$ cat src/rtl/alu_seq.sv
// Registered multi-cycle ALU with valid/ready handshakes on both sides, a persistent
// carry flag, rotates, compare and an iterative shift-add unsigned multiplier.
module alu_seq #(
    parameter int N      = 8,
    parameter bit MUL_EN = 1'b1
) (
    input  logic         clk,
    input  logic         rst,
    input  logic         in_valid,
    output logic         in_ready,
    input  logic [N-1:0] A,
    input  logic [N-1:0] B,
    input  logic [3:0]   opcode,
    output logic         out_valid,
    input  logic         out_ready,
    output logic [N-1:0] Y,
    output logic         Z,
    output logic         C,
    output logic         Nf,
    output logic         V,
    output logic         err,
    output logic         busy
);
    localparam int SHW  = $clog2(N);
    localparam int CNTW = $clog2(N);

    typedef enum logic [3:0] {
        OP_ADD = 4'h0,
        OP_SUB = 4'h1,
        OP_AND = 4'h2,
        OP_OR  = 4'h3,
        OP_XOR = 4'h4,
        OP_NOT = 4'h5,
        OP_SHL = 4'h6,
        OP_SHR = 4'h7,
        OP_SRA = 4'h8,
        OP_ADC = 4'h9,
        OP_SBC = 4'hA,
        OP_ROL = 4'hB,
        OP_ROR = 4'hC,
        OP_MUL = 4'hD,
        OP_CMP = 4'hE,
        OP_ILL = 4'hF
    } op_e;

    typedef enum logic [1:0] {
        IDLE = 2'd0,
        BUSY = 2'd1,
        DONE = 2'd2
    } state_e;

    state_e state, state_n;
    op_e    op;
    logic   accept;
    logic   mul_op;
    logic   mul_last;

    // Multiplier scratch
    logic [2*N-1:0]  acc;
    logic [2*N-1:0]  mcand;
    logic [N-1:0]    mplr;
    logic [CNTW-1:0] cnt;
    logic [2*N-1:0]  step_acc;

    // Single-cycle datapath
    logic [SHW-1:0] sh;
    logic           add_cin;
    logic           sub_bin;
    logic [N:0]     sum;
    logic [N:0]     diff;
    logic           add_v;
    logic           sub_v;
    logic [N:0]     shl_ext;
    logic [N:0]     shr_ext;
    logic [N:0]     sra_ext;
    logic [N-1:0]   rol_y;
    logic [N-1:0]   ror_y;
    logic [N-1:0]   r_y;
    logic [N-1:0]   f_src;
    logic           r_c;
    logic           r_v;
    logic           r_z;
    logic           r_n;
    logic           r_err;

    assign op       = op_e'(opcode);
    assign mul_op   = MUL_EN && (op == OP_MUL);
    assign mul_last = (state == BUSY) && (cnt == CNTW'(N - 1));

    // ------------------------------------------------------------------ FSM
    always_ff @(posedge clk) begin
        // NOTE: state registers use non-blocking assignments so every flop samples pre-edge values.
        if (rst) state <= IDLE;
        else     state <= state_n;
    end

    always_comb begin
        // NOTE: every output of this block is defaulted first so no path can infer a latch.
        state_n   = state;
        in_ready  = 1'b0;
        out_valid = 1'b0;
        busy      = 1'b0;
        accept    = 1'b0;
        case (state)
            IDLE: begin
                in_ready = 1'b1;
                accept   = in_valid;
            end
            BUSY: begin
                busy = 1'b1;
                if (mul_last) state_n = DONE;
            end
            DONE: begin
                out_valid = 1'b1;
                in_ready  = out_ready;
                accept    = out_ready & in_valid;
                if (out_ready && !in_valid) state_n = IDLE;
            end
            default: state_n = IDLE;
        endcase
        // A result being consumed and a new op being accepted share the same edge.
        if (accept) state_n = mul_op ? BUSY : DONE;
    end

    // ------------------------------------------------------- single-cycle ops
    assign sh      = B[SHW-1:0];
    assign add_cin = (op == OP_ADC) & C;
    assign sub_bin = (op == OP_SBC) & ~C;
    assign sum     = {1'b0, A} + {1'b0, B} + {{N{1'b0}}, add_cin};
    assign diff    = {1'b0, A} - {1'b0, B} - {{N{1'b0}}, sub_bin};
    assign add_v   = ~(A[N-1] ^ B[N-1]) & (A[N-1] ^ sum[N-1]);
    assign sub_v   =  (A[N-1] ^ B[N-1]) & (A[N-1] ^ diff[N-1]);

    // One guard bit beside the operand catches the last bit shifted out.
    assign shl_ext = {1'b0, A} << sh;
    assign shr_ext = {A, 1'b0} >> sh;
    assign sra_ext = $signed({A, 1'b0}) >>> sh;
    // Three copies keep the rotate correct for any sh below 2N, so non-power-of-two N works.
    assign rol_y   = N'({A, A, A} << sh >> (2 * N));
    assign ror_y   = N'({A, A, A} >> sh);

    always_comb begin
        r_y   = '0;
        r_c   = 1'b0;
        r_v   = 1'b0;
        r_err = 1'b0;
        case (op)
            OP_ADD, OP_ADC: begin
                r_y = sum[N-1:0];
                r_c = sum[N];
                r_v = add_v;
            end
            OP_SUB, OP_SBC: begin
                r_y = diff[N-1:0];
                r_c = ~diff[N];
                r_v = sub_v;
            end
            OP_AND: r_y = A & B;
            OP_OR:  r_y = A | B;
            OP_XOR: r_y = A ^ B;
            OP_NOT: r_y = ~A;
            OP_SHL: begin
                r_y = shl_ext[N-1:0];
                r_c = shl_ext[N];
            end
            OP_SHR: begin
                r_y = shr_ext[N:1];
                r_c = shr_ext[0];
            end
            OP_SRA: begin
                r_y = sra_ext[N:1];
                r_c = sra_ext[0];
            end
            OP_ROL: begin
                r_y = rol_y;
                r_c = (sh != '0) & rol_y[0];
            end
            OP_ROR: begin
                r_y = ror_y;
                r_c = (sh != '0) & ror_y[N-1];
            end
            OP_CMP: begin
                r_y = A;
                r_c = ~diff[N];
                r_v = sub_v;
            end
            // Reached by OP_ILL, and by OP_MUL only when the multiplier is left out.
            default: r_err = 1'b1;
        endcase
    end

    // Compare reports the flags of the difference while passing A through.
    assign f_src = (op == OP_CMP) ? diff[N-1:0] : r_y;
    assign r_z   = (f_src == '0);
    assign r_n   = f_src[N-1];

    // ------------------------------------------------------------ multiplier
    assign step_acc = acc + (mplr[0] ? mcand : '0);

    always_ff @(posedge clk) begin
        // NOTE: synchronous reset clears every register, multiplier scratch included, so an aborted MUL leaves nothing behind.
        if (rst) begin
            Y     <= '0;
            Z     <= 1'b0;
            C     <= 1'b0;
            Nf    <= 1'b0;
            V     <= 1'b0;
            err   <= 1'b0;
            acc   <= '0;
            mcand <= '0;
            mplr  <= '0;
            cnt   <= '0;
        end else if (accept) begin
            if (mul_op) begin
                acc   <= '0;
                mcand <= {{N{1'b0}}, A};
                mplr  <= B;
                cnt   <= '0;
            end else begin
                Y   <= r_y;
                Z   <= r_z;
                C   <= r_c;
                Nf  <= r_n;
                V   <= r_v;
                err <= r_err;
            end
        end else if (state == BUSY) begin
            acc   <= step_acc;
            mcand <= mcand << 1;
            mplr  <= mplr >> 1;
            if (mul_last) begin
                cnt <= '0;
                Y   <= step_acc[N-1:0];
                Z   <= (step_acc[N-1:0] == '0);
                C   <= |step_acc[2*N-1:N];
                Nf  <= step_acc[N-1];
                V   <= |step_acc[2*N-1:N];
                err <= 1'b0;
            end else begin
                cnt <= cnt + 1'b1;
            end
        end
    end

endmodule

$ cat config.mk
export PLATFORM = sky130hd
export DESIGN_NAME = alu_seq
export DESIGN_NICKNAME = d
export VERILOG_FILES = /design/src/rtl/alu_seq.sv
export SDC_FILE = /design/constraint.sdc
export NUM_CORES = 1
export LEC_CHECK = 0
export ABC_AREA = 0
export CORE_UTILIZATION = 50
export DETAILED_ROUTE_END_ITERATION = 12
export PLACE_DENSITY = 0.69
export SYNTH_ARGS = -nofsm -noshare
export SYNTH_HDL_FRONTEND = slang
export SYNTH_SLANG_ARGS = --single-unit
$ cat constraint.sdc
create_clock -name clk -period 7.25 [get_ports clk]
set_input_delay 1.45 -clock clk [delete_from_list [all_inputs] [get_ports clk]]
set_output_delay 1.45 -clock clk [all_outputs]
set_load 0.005 [all_outputs]
==> impl_metrics.py <==
metrics = {
    "global_route": {
        "antenna_found_initial": 0,
        "grt_pass1_wl_um": 33700,
        "grt_pass1_vias": 6035,
        "grt_max_degree": 60,
        "groute.usage.overall_pct": 34.3,
        "grt_overflow_total": 0,
    },
    "placement": {
        "place.gp.congestion": 0.963,
        "numPortBuffers": 39,
        "post-place-cells": 942,
        "dpl_worst_slack_ns": 1.63,
        "hpwl_um": 16100,
    },
    "timing": {
        "final-hold-violation-count": 0,
        "finClkSkew_ns": 0.0101,
        "setup_ws_ns": 1.88,
        "max-slew-margin-rel_pct": 26.6,
        "rsz0062_at_grt": "no",
        "fmax_ghz": 0.186,
        "worstMarginPinSlew_ns": 1.10,
        "fin_crit_sh_pct": 74.1,
        "slew_viol_final": 0,
        "setup_viol_count_final": 0,
        "whs_ns": 0.455,
        "min_period_ns": 5.37,
        "timing.setup.tns_ns": 0,
    },
    "synthesis": {
        "synth_edf_count": 0,
        "ys_warn_count": 0,
        "synth_flop_cell": "dfxtp_1",
        "synth_area_sq_mm": 0.00614,
        "synthTopCellsByCount": "101 x nand2_1, 81 x nor2_1, 63 x a21oi_1, 58 x dfxtp_1, 48 x ha_1",
        "synthesis.instances": 806,
        "async_flop_share_pct": 0,
        "yosysMostFrequentCell": "nand2_1",
        "synth_top_area_share_pct": 18.9,
        "synth_top_area_cell": "dfxtp_1",
        "avgSynthCellArea_sq_um": 7.62,
        "synth.yosys.seq_area_share_pct": 18.9,
        "ys_types": 79,
        "ys_top_cells_by_area": "dfxtp_1 19%, ha_1 9.8%, nand2_1 6.2%",
        "synth_seq_cells": 58,
        "synth_nets": 883,
    },
    "critical_path": {
        "path_class": "in -> reg",
        "reg2reg_from": "state[1]",
        "critPathRequiredTime_ns": 7.42,
        "cp_data_arrival_time_ns": 5.54,
        "startpoint_type": "input pin",
        "r2r_cells": 9,
        "worst-path-max-fanout": 22,
        "end_kind": "flip-flop",
        "worstSetupEndpoint": "Nf",
        "r2r_slack_ns": 3.11,
        "startpoint": "opcode[3]",
        "timing.rr.end": "V",
    },
    "cells_and_area": {
        "fin_nets": 883,
        "final_cells": 957,
        "n_fill_cell": 1149,
        "final_util_pct": 55.9,
        "multi_input_area_sq_mm": 0.00447,
        "antenna_cells": 0,
        "drive_above_1_share_pct": 7.53,
        "register_area_sq_mm": 0.00116,
        "area.growth.synth_to_final_pct": 9.46,
    },
    "floorplan": {
        "io_pins": 40,
        "die_area_sq_mm": 0.0127,
        "die_w_um": 113,
        "initial_core_util_pct": 51.1,
        "rows": 40,
        "die_h_um": 113,
        "core_sq_mm": 0.0120,
    },
    "power_and_ir_drop": {
        "leakage_nw": 2.56,
        "p_int_mw": 0.728,
        "power_frac_clock_pct": 40.0,
        "power.density_mw_per_mm2": 159,
        "seqPwrFrac_pct": 31.4,
        "p_comb_share_pct": 28.6,
        "power.share.switching_pct": 31.6,
        "ir_worst_vdd_mv": 0.102,
        "netSwitchingPower_mw": 0.337,
    },
    "clock_network": {
        "ctsRootBufferMaster": "clkbuf_16",
        "cts_resized": 0,
        "clk_pin_slew_ns": 0.05,
        "postCtsSetupRepairBufs": 0,
        "cts_max_path_buffers": 2,
        "cts.sink_count": 58,
        "cts-buffers-inserted": 9,
        "worstSkewPairLatency_ns": 0.33,
        "cts_tree": "yes",
        "cts_hold_buf": 0,
        "cts_htree_levels": 3,
    },
    "route": {
        "drt_iter0_drc": 744,
        "drt-vias-per-instance": 6.57,
        "wire_per_inst_um": 22.2,
        "first_pass_iters": 5,
        "final_antenna_net_count": 0,
        "vias": 6285,
        "wirelength_um": 21200,
        "drc": 0,
    },
    "hold_path": {
        "hold_path_class": "reg -> reg",
        "min_path_cells": 2,
    },
    "status": {
        "status": "completed",
    },
    "job": {
        "maxCapViolations": 0,
    },
}
-- cell type report --
cell class | count | share of cell area [%]
clock buffer | 11 | 3.76
clock inverter | 4 | 0.763
inverter | 40 | 2.23
multi-input combinational | 649 | 66.5
sequential | 58 | 17.3
tap | 147 | 2.74
timing repair buffer | 48 | 6.74
-- registers in the layout (all words and copies together), names as in the netlist --
signal	cells
mplr	8
Y	8
state	2
V	1
cnt	3
mcand	16
acc	16
C	1
Nf	1
err	1
Z	1
-- worst max-delay path: stages --
cell	delay, ns
clkdlybuf4s50_1	1.00
nand2b_1	0.16
or3_1	0.40
fa_1	0.43
ha_1	0.31
o21ai_0	0.11
a32o_1	0.28
a21o_1	0.19
a311o_1	0.41
a221o_1	0.34
nor2_1	0.14
o311ai_0	0.12
nor3b_1	0.20
-- per-stage QoR --
stage | total power [mW] | cell area (sq um)
after floorplan | 0.547 | 6140
after CTS | 1.07 | 6720
after global routing | 1.11 | 6720
after global placement | 0.635 | 6420
final | 1.07 | 6720
after detailed placement | 0.639 | 6420
-- worst min path at each step --
stage	startpoint	to	slack, ns
finish	Y[3]	Y[3]	0.45
global route	mcand[8]	mcand[9]	0.48
CTS	Y[3]	Y[3]	0.46
detailed placement	Y[3]	Y[3]	0.45
global placement	Y[3]	Y[3]	0.44
floorplan	cnt[1]	cnt[1]	0.44
-- power by group through the flow --
stage / Combinational (mW) / Clock (mW) / Sequential, mW
CTS: 0.299 / 0.433 / 0.335
global placement: 0.295 / 0 / 0.341
detailed placement: 0.298 / 0 / 0.341
finish: 0.305 / 0.426 / 0.335
global route: 0.330 / 0.447 / 0.335
floorplan: 0.208 / 0 / 0.339
-- kinds of logic after synthesis --
| logic type | synth area share [%] |
|---|---|
| compound gates | 25.9 |
| xor+xnor | 3.00 |
| fa+ha+maj | 11.4 |
| buf+inv | 8.42 |
| flops | 18.9 |
| mux | 8.42 |
| simple gates | 24.0 |
-- layout by cell type, fill, tap and decap left out, types with 5 or more instances in the layout --
master           instances
nand2_1                101
nor2_1                  81
a21oi_1                 63
dfxtp_1                 58
ha_1                    48
clkdlybuf4s50_1         38
inv_1                   35
nand3_1                 33
o21ai_0                 31
and2_1                  17
mux2i_1                 16
nor3_1                  15
a211oi_1                15
a311oi_1                15
xnor2_1                 11
nand2b_1                10
xor2_1                  10
a31oi_1                 10
mux4_2                   9
mux2_2                   9
clkbuf_16                9
buf_4                    9
or3_1                    8
nor2b_1                  8
o21a_1                   8
a22oi_1                  8
o211ai_1                 7
o22ai_1                  6
nor4_1                   6
a21o_1                   6
nand4_1                  5
or4_1                    5
o31ai_1                  5
o2111ai_1                5
fa_1                     5
-- per-layer routing --
| metal | up-vias | share of wire [%] | global-route usage [%] |
|---|---|---|---|
| met2 | 275 | 44 | 53.4 |
| met5 | - | 0 | 0 |
| met1 | 3031 | 45 | 47.5 |
| li1 | 2948 | - | - |
| met3 | 31 | 8.4 | 7.50 |
| met4 | 0 | 2.1 | 9.69 |
Power figures use the tool's default switching activity.
